$ cat config.mk
export PLATFORM = sky130hd
export DESIGN_NAME = hash_work_sched
export DESIGN_NICKNAME = d
export VERILOG_FILES = /design/src/rtl/hash_sched_pkg.sv /design/src/rtl/hash_result_fifo.sv /design/src/rtl/hash_work_sched.sv
export SDC_FILE = /design/constraint.sdc
export NUM_CORES = 1
export LEC_CHECK = 0
export CORE_AREA = 5 5 332 334
export DETAILED_ROUTE_END_ITERATION = 12
export DIE_AREA = 0 0 337 339
export PLACE_DENSITY_LB_ADDON = 0.2
export SLEW_MARGIN = 15
export SYNTH_ARGS = -nofsm -noshare
export SYNTH_HDL_FRONTEND = slang
export SYNTH_SLANG_ARGS = --single-unit
$ cat constraint.sdc
create_clock -name hash_clk -period 19.6 [get_ports hash_clk]
set_input_delay 5.88 -clock hash_clk [delete_from_list [all_inputs] [get_ports hash_clk]]
set_output_delay 5.88 -clock hash_clk [all_outputs]
set_load 0.02 [all_outputs]
$ cat src/rtl/hash_sched_pkg.sv
// hash_sched_pkg: shared widths, state encoding and defaults for the hash work scheduler.
package hash_sched_pkg;
  localparam int NONCE_W        = 32;
  localparam int ID_W           = 8;
  localparam int CNT_W          = 32;
  localparam int DROP_W         = 8;
  localparam int RES_W          = NONCE_W + ID_W;
  localparam int PIPE_DEPTH_DEF = 130;
  typedef enum logic [1:0] {
    ST_IDLE  = 2'd0,
    ST_RUN   = 2'd1,
    ST_DRAIN = 2'd2
  } state_e;
endpackage

$ cat src/rtl/hash_result_fifo.sv
// hash_result_fifo: registered-output result FIFO; a full FIFO accepts a push only alongside a pop.
module hash_result_fifo #(
  parameter int DEPTH = 4,
  parameter int WIDTH = 40
) (
  input  logic             clk,
  input  logic             rst_n,
  input  logic             i_push,
  input  logic [WIDTH-1:0] i_data,
  input  logic             i_pop,
  output logic             o_valid,
  output logic             o_full,
  output logic [WIDTH-1:0] o_data
);
  localparam int AW = (DEPTH > 1) ? $clog2(DEPTH) : 1;
  localparam int CW = $clog2(DEPTH + 1);
  logic [WIDTH-1:0] r_mem [DEPTH];
  logic [AW-1:0]    r_wp, r_rp;
  logic [CW-1:0]    r_cnt;
  logic             w_push, w_pop;
  assign o_valid = r_cnt != '0;
  assign o_full  = r_cnt == CW'(DEPTH);
  assign w_pop   = i_pop & o_valid;
  assign w_push  = i_push & (~o_full | w_pop);
  // Head is masked so the outputs read zero whenever the FIFO is empty, including reset.
  assign o_data  = o_valid ? r_mem[r_rp] : '0;
  always_ff @(posedge clk or negedge rst_n) begin
    if (!rst_n) begin
      r_wp  <= '0;
      r_rp  <= '0;
      r_cnt <= '0;
    end else begin
      if (w_push) r_wp <= (r_wp == AW'(DEPTH - 1)) ? '0 : r_wp + 1'b1;
      if (w_pop)  r_rp <= (r_rp == AW'(DEPTH - 1)) ? '0 : r_rp + 1'b1;
      r_cnt <= r_cnt + CW'(w_push) - CW'(w_pop);
    end
  end
  always_ff @(posedge clk) begin
    if (w_push) r_mem[r_wp] <= i_data;
  end
endmodule

$ cat src/rtl/hash_work_sched.sv
// hash_work_sched: feeds work and nonces to a pipelined hash core and tags returning
// matches with the work unit that produced them.
module hash_work_sched
  import hash_sched_pkg::*;
#(
  parameter int unsigned    PIPE_DEPTH   = PIPE_DEPTH_DEF,
  parameter logic [31:0]    NONCE_START  = 32'h0,
  parameter logic [31:0]    NONCE_STRIDE = 32'h1,
  parameter logic [31:0]    NONCE_LAST   = 32'hFFFF_FFFF,
  parameter int             FIFO_DEPTH   = 4
) (
  input  logic               hash_clk,
  input  logic               reset_n,
  input  logic               work_valid,
  output logic               work_ready,
  input  logic [255:0]       work_midstate,
  input  logic [95:0]        work_data,
  input  logic [ID_W-1:0]    work_id,
  output logic [255:0]       core_midstate,
  output logic [95:0]        core_data,
  output logic [NONCE_W-1:0] core_nonce,
  input  logic               core_match,
  input  logic [NONCE_W-1:0] core_golden,
  output logic               res_valid,
  input  logic               res_ready,
  output logic [NONCE_W-1:0] res_nonce,
  output logic [ID_W-1:0]    res_id,
  output logic               busy,
  output logic               exhausted,
  output logic [CNT_W-1:0]   hash_count,
  output logic [DROP_W-1:0]  drop_count
);
  localparam int SW = $clog2(PIPE_DEPTH + 1);
  logic [1:0]      r_rst_sync;
  logic            w_rst_n;
  state_e          r_state;
  logic [SW-1:0]   r_since, r_drain;
  logic [ID_W-1:0] r_cur_id, r_prev_id, w_tag;
  logic            r_switched;
  logic            w_since_full, w_load, w_last, w_push, w_full, w_drop;
  logic [RES_W-1:0] w_res_data;
  // Assertion propagates immediately; release is retimed through two flops.
  always_ff @(posedge hash_clk or negedge reset_n) begin
    if (!reset_n) r_rst_sync <= '0;
    else          r_rst_sync <= {r_rst_sync[0], 1'b1};
  end
  assign w_rst_n      = r_rst_sync[1];
  assign w_since_full = r_since == SW'(PIPE_DEPTH);
  assign work_ready   = (r_state == ST_IDLE) | ((r_state == ST_RUN) & w_since_full);
  assign w_load       = work_valid & work_ready;
  assign w_last       = (r_state == ST_RUN) & (core_nonce == NONCE_LAST);
  assign exhausted    = w_last;
  assign busy         = r_state != ST_IDLE;
  assign w_push       = core_match & busy;
  // Until the pipe has flushed after a RUN-to-RUN switch, matches belong to the old work.
  assign w_tag        = (r_switched & ~w_since_full) ? r_prev_id : r_cur_id;
  assign w_drop       = w_push & w_full & ~(res_valid & res_ready);
  always_ff @(posedge hash_clk or negedge w_rst_n) begin
    if (!w_rst_n) begin
      r_state       <= ST_IDLE;
      r_since       <= '0;
      r_drain       <= '0;
      r_cur_id      <= '0;
      r_prev_id     <= '0;
      r_switched    <= 1'b0;
      core_midstate <= '0;
      core_data     <= '0;
      core_nonce    <= '0;
      hash_count    <= '0;
      drop_count    <= '0;
    end else begin
      r_since <= w_load ? '0 : (w_since_full ? r_since : r_since + 1'b1);
      if (r_state == ST_RUN) hash_count <= hash_count + 1'b1;
      if (w_drop && drop_count != '1) drop_count <= drop_count + 1'b1;
      if (w_load) begin
        core_midstate <= work_midstate;
        core_data     <= work_data;
        core_nonce    <= NONCE_START;
        r_cur_id      <= work_id;
        r_state       <= ST_RUN;
        r_switched    <= r_state == ST_RUN;
        if (r_state == ST_RUN) r_prev_id <= r_cur_id;
      end else if (w_last) begin
        r_state <= ST_DRAIN;
        r_drain <= '0;
      end else if (r_state == ST_RUN) begin
        core_nonce <= core_nonce + NONCE_STRIDE;
      end else if (r_state == ST_DRAIN) begin
        r_drain <= r_drain + 1'b1;
        if (r_drain == SW'(PIPE_DEPTH - 1)) r_state <= ST_IDLE;
      end
    end
  end
  hash_result_fifo #(
    .DEPTH(FIFO_DEPTH),
    .WIDTH(RES_W)
  ) u_fifo (
    .clk    (hash_clk),
    .rst_n  (w_rst_n),
    .i_push (w_push),
    .i_data ({core_golden, w_tag}),
    .i_pop  (res_ready),
    .o_valid(res_valid),
    .o_full (w_full),
    .o_data (w_res_data)
  );
  assign {res_nonce, res_id} = w_res_data;
endmodule

Yosys cells after proc, flatten, opt, wreduce, memory -nomap -nowiden
Memory sizes are Yosys's and may differ from the RTL's.
Index checks and enable logic that the tools add are counted.
Widths: inputs -> output; s select.
{"block": "word_totals", "register_bits": 468, "latchBits": 0, "mem_bits_rw": 160, "rom_bits": 0, "inputBits": 397, "out_inout_bits": 468, "elab_cells": 84, "mem_count": 1}
{"block": "op_classes", "n_addsub": 9, "multipliers": 0, "n_div": 0, "magnitude_cmp": 0, "eq_ne": 13, "shifts": 0, "muxes": 19, "bitwise": 15, "reduce_logical": 12}
{"name": "u_fifo.r_mem", "words": 4, "word_bits": 40, "read_ports": 1, "rd_clocked_by_memory_dff": 0, "write_ports": 1, "line_no": "hash_result_fifo.sv:17", "source": "logic [WIDTH-1:0] r_mem [DEPTH];"}
{"cell": "$mux 32", "n": 3}
{"cell": "$add 32x1->32 const B", "n": 2}
{"cell": "$mux 8", "n": 6}
{"cell": "$mux 40", "n": 1}
{"cell": "$eq 32x32->1 const B", "n": 1}
{"cell": "$add 8x1->8 const B", "n": 3}
{"cell": "$eq 8x8->1 const B", "n": 2}
{"cell": "$mux 2", "n": 7}
{"cell": "$and 1x1->1", "n": 9}
{"cell": "$reduce_bool 3->1", "n": 3}
{"cell": "$ne 8x8->1 const B", "n": 1}
{"cell": "$eq 2x2->1 const B", "n": 3}
{"cell": "$reduce_and 3->1", "n": 2}
{"cell": "$reduce_bool 2->1", "n": 3}
{"cell": "$add 2x1->2 const B", "n": 2}
{"cell": "$ne 2x1->1 const B", "n": 2}
{"cell": "$not 1->1", "n": 4}
{"cell": "$reduce_and 2->1", "n": 2}
{"cell": "$add 3x1->3", "n": 1}
{"cell": "$eq 3x3->1 const B", "n": 1}
{"cell": "$ne 3x3->1 const B", "n": 1}
{"cell": "$sub 3x1->3", "n": 1}
{"cell": "$eq 2x1->1 const B", "n": 1}
{"cell": "$logic_not 2->1", "n": 1}
{"cell": "4 further kinds", "n": 6}

Longest topological paths before layout
{"block": "logic_depth", "ltp_word": 6, "depth_mapped": 9, "depth_no_buf": 9}

By module
From an unflattened synthesis, not the netlist that was laid out.
{"block": "unflattened", "hier_cells": 2298, "area_unflattened_um2": 24895.1}
{"mod": "hash_work_sched", "instances": 1, "cells_per_inst": 2006, "area_each_um2": 18351.4, "seq_area_each_um2": 11536.1}
{"mod": "hash_result_fifo", "instances": 1, "cells_per_inst": 292, "area_each_um2": 6543.8, "seq_area_each_um2": 4979.8}

Worst setup path after synthesis
Ideal clock, no wire load.
{"block": "synth_timing", "kind": "register -> output", "startpoint": "reg core_nonce[0]", "endpoint": "out exhausted", "arrival_time_ns": 1.917, "setup_slack_ns": 11.803, "stages_incl_launch_ff": 7, "path_buffers": 1, "cell_sequence": "dfrtp_1 ha_1 and4_1 clkbuf_1 nand3_1 or4_4 nor2_1"}
{"block": "synth_via", "elab_chain_cells": 2}
{"element": "start: declaration", "line_no": "hash_work_sched.sv:21", "source": "output logic [NONCE_W-1:0] core_nonce,"}
{"element": "start signal: assignment", "line_no": "hash_work_sched.sv:87", "source": "core_nonce <= core_nonce + NONCE_STRIDE;"}
{"element": "$eq 32x32->1", "line_no": "hash_work_sched.sv:51", "source": "assign w_last = (r_state == ST_RUN) & (core_nonce == NONCE_LAST);"}
{"element": "$and 1x1->1", "line_no": "hash_work_sched.sv:51"}
{"element": "end: declaration", "line_no": "hash_work_sched.sv:29", "source": "output logic exhausted,"}
No other way between the ends.

Worst setup path in the final report
{"block": "layout_timing", "startpoint": "reg u_fifo.r_rp[0]", "endpoint": "out res_nonce[11]"}
{"block": "layout_via", "elab_chain_cells": 2}
{"element": "start: declaration", "line_no": "hash_result_fifo.sv:18", "source": "logic [AW-1:0] r_wp, r_rp;"}
{"element": "start signal: assignment", "line_no": "hash_result_fifo.sv:34", "source": "if (w_pop) r_rp <= (r_rp == AW'(DEPTH - 1)) ? '0 : r_rp + 1'b1;"}
{"element": "$mem_v2 4x40"}
{"element": "$mux 40", "line_no": "hash_result_fifo.sv:26", "source": "assign o_data = o_valid ? r_mem[r_rp] : '0;"}
{"element": "end: declaration", "line_no": "hash_work_sched.sv:26", "source": "output logic [NONCE_W-1:0] res_nonce,"}
No other way between the ends.

==> impl_metrics.env <==
export IMPL_grt_pass1_wl_um=140000
export IMPL_clkTransAtPathRegs_ps=60
export IMPL_grt_usage_pct=16.4
export IMPL_nNetsFinal=3581
export IMPL_synthDistinctLibCells=53
export IMPL_port_buffers=864
export IMPL_worstMarginPinSlew_ps=1060
export IMPL_yosysWarnings=0
export IMPL_setup_ws_ps=10290
export IMPL_postCtsSetupBuffers=0
export IMPL_antenna_found_initial=23
export IMPL_power_uw=3520
export IMPL_fp_dieArea_um2=114000
export IMPL_critPathCaptureType="primary output"
export IMPL_syn_to_final_growth_pct=50.9
export IMPL_status="finished, final reports clean"
export IMPL_yosys_most_used_dff="dfrtp_1"
export IMPL_fin_crit_sh_pct=47.5
export IMPL_syn_nets=2726
export IMPL_grt_busiest_layer="met2"
export IMPL_setup_viol=0
export IMPL_leakagePower_uw=0.0169
export IMPL_start_kind="register"
export IMPL_maxSlewViolCount=0
export IMPL_grt_max_degree=186
export IMPL_wl_um=96500
export IMPL_met1_usage_pct=19.6
export IMPL_cts_root_buf="clkbuf_16"
export IMPL_crit_fanout=22
export IMPL_clock_sinks=628
export IMPL_critPathArrivalTime_ps=3430
export IMPL_hold_buffers=0
export IMPL_synth_avg_cell_area_um2=10.8
export IMPL_layout_min_cycle_time_ps=9310
export IMPL_setup_tns_final_ps=0
export IMPL_hp_class="register to async pin"
export IMPL_cts_max_level=3
export IMPL_met3_usage_pct=6.83
export IMPL_syn_inst=2314
export IMPL_hpwl_um=68600
export IMPL_startpoint="u_fifo.r_rp[0]"
export IMPL_die_w_um=337
export IMPL_r2r_start="r_since[4]"
export IMPL_rsz0062_at_grt="false"
export IMPL_ant_nets=0
export IMPL_cts_tree="yes"
export IMPL_finClkSkew_ps=25.1
export IMPL_rows=120
export IMPL_synthesis_area_um2=25000
export IMPL_viasPerCell=4.17
export IMPL_grt_pass1_vias=19954
export IMPL_synth_seq_cells=628
export IMPL_clock_fmax_ghz=0.107
export IMPL_grt_ovfl_total=0
export IMPL_clk_latency_ps=650
export IMPL_hold_violations=0
export IMPL_io_pins=865
export IMPL_fillCellCount=10779
export IMPL_gp_congestion=0.838
export IMPL_drtIter0Drc=1024
export IMPL_dr_total_vias=19392
export IMPL_core_um2=107000
export IMPL_synth_edf_count=160
export IMPL_clock_path_buffers=3
export IMPL_ys_seq_area_share_pct=66.2
export IMPL_maxCapViolCount=0
export IMPL_final_cell_mix="nand2_1, clkdlybuf4s50_1, dfrtp_1"
export IMPL_drcViolationCount=0
export IMPL_drive_gt1_share_pct=6.63
export IMPL_cts_made_buffers=78
export IMPL_multiInputGateArea_um2=7870
export IMPL_layout_commonest_cell="nand2_1"
export IMPL_ir_drop_mv=0.0559
export IMPL_met2_usage_pct=26.2
export IMPL_pre_cts_ws_ps=10190
export IMPL_post_cts_resized=0
export IMPL_seqCellArea_um2=16500
export IMPL_initial_core_util_pct=23.4
export IMPL_powerDensity_nw_per_um2=93.4
export IMPL_firstDrtPassIters=5
export IMPL_postSynth_asyncResetShare_pct=74.5
export IMPL_slew_headroom_pct=29.6
export IMPL_crit_type="register to primary output"
export IMPL_required_ps=13720
export IMPL_wl_per_cell_um=20.8
export IMPL_die_height_um=339
-- final timing paths --
check                                      to  slack (ps)  cells after the start
setup reg to reg                core_data[77]       15630                      7
min in group hash_clk           r_rst_sync[1]         350                      0
hold / removal             core_midstate[227]         330                      0
setup / recovery                res_nonce[11]       10290                      4
max in group asynchronous       r_rst_sync[1]       14040                      1
hold reg to reg            core_midstate[227]         330                      0
-- where the power goes --
part	total (uW)	internal (uW)	leakage, uW	switching [uW]
Combinational	586	304	0.00783	282
Clock	1470	874	0.00127	596
Sequential	1460	1420	0.00783	41.4
Total	3520	2600	0.0169	919
-- per-stage QoR --
stage | area, um^2 | cells | utilization, % | hold WS, ps
finish | 37700 | 4649 | 35.3 | 330
global route | 37700 | 4645 | 35.3 | 368
CTS | 37600 | 4632 | 35.3 | 354
detailed placement | 35000 | 4492 | 32.9 | 343
global placement | 35000 | 4492 | 32.9 | 335
floorplan | 25000 | 2314 | - | 331
-- registers in the layout, summed over array words and instances, names as in the netlist --
register       flops
drop_count         8
r_drain            8
u_fifo.r_mem     160
r_since            8
r_cur_id           8
hash_count        32
u_fifo.r_cnt       3
core_midstate    256
core_data         96
u_fifo.r_rp        2
core_nonce        32
r_state            2
r_prev_id          8
r_rst_sync         2
u_fifo.r_wp        2
r_switched         1
-- critical path, cell delays in order, from the launching register on --
cell and delay, ps:
dfrtp_2 850, buf_4 540, mux4_2 610, and2_1 180, clkdlybuf4s50_1 590
-- kinds of logic after synthesis --
family	count (synthesis)	share of synthesized area, %
fa+ha+maj	15	0.782
flops	628	66.2
simple gates	1369	22.5
other cells	1	0.0150
xor+xnor	60	2.10
compound gates	50	1.29
mux	66	4.75
buf+inv	125	2.39
-- synthesized netlist by cell type (3+ instances only) --
| cell | number | share of area (%) |
|---|---|---|
| nand3_1 | 31 | 0.62 |
| nor4_1 | 8 | 0.20 |
| a2111oi_0 | 3 | 0.11 |
| clkbuf_1 | 13 | 0.20 |
| xor2_1 | 21 | 0.74 |
| nor2b_1 | 3 | 0.075 |
| a21o_1 | 3 | 0.090 |
| edfxtp_1 | 160 | 19 |
| buf_2 | 83 | 1.7 |
| nand2_1 | 1145 | 17 |
| nand2b_1 | 7 | 0.18 |
| xnor2_1 | 39 | 1.4 |
| mux2_2 | 19 | 0.86 |
| and2_1 | 48 | 1.2 |
| nor3_1 | 9 | 0.18 |
| dfrtp_1 | 468 | 47 |
| nor2_1 | 39 | 0.59 |
| inv_1 | 15 | 0.23 |
| mux4_2 | 40 | 3.6 |
| o211ai_1 | 4 | 0.12 |
| nand4_1 | 23 | 0.58 |
| a21oi_1 | 12 | 0.24 |
| and3_1 | 17 | 0.43 |
| ha_1 | 14 | 0.70 |
| and4_1 | 9 | 0.32 |
| mux2i_1 | 7 | 0.28 |
| o31ai_1 | 6 | 0.18 |
| o21ai_0 | 10 | 0.20 |
| or3_1 | 10 | 0.25 |
| buf_1 | 10 | 0.15 |
| or4_1 | 9 | 0.27 |
-- cell type report --
cell class | instances | share of cell area [%]
Clock buffer | 98 | 5.51
Tap cell | 1403 | 4.66
Multi-Input combinational cell | 1561 | 20.9
Antenna cell | 17 | 0.113
Inverter | 15 | 0.149
Sequential cell | 628 | 43.9
Timing Repair Buffer | 885 | 23.5
Clock inverter | 42 | 1.33
-- per-layer routing --
metal  vias up  part of all wire, %
met5         -                0.035
met3       154                  8.5
li1       9256                    -
met4         6                  3.4
met2       558                   48
met1      9418                   40
Power figures use the tool's default switching activity.
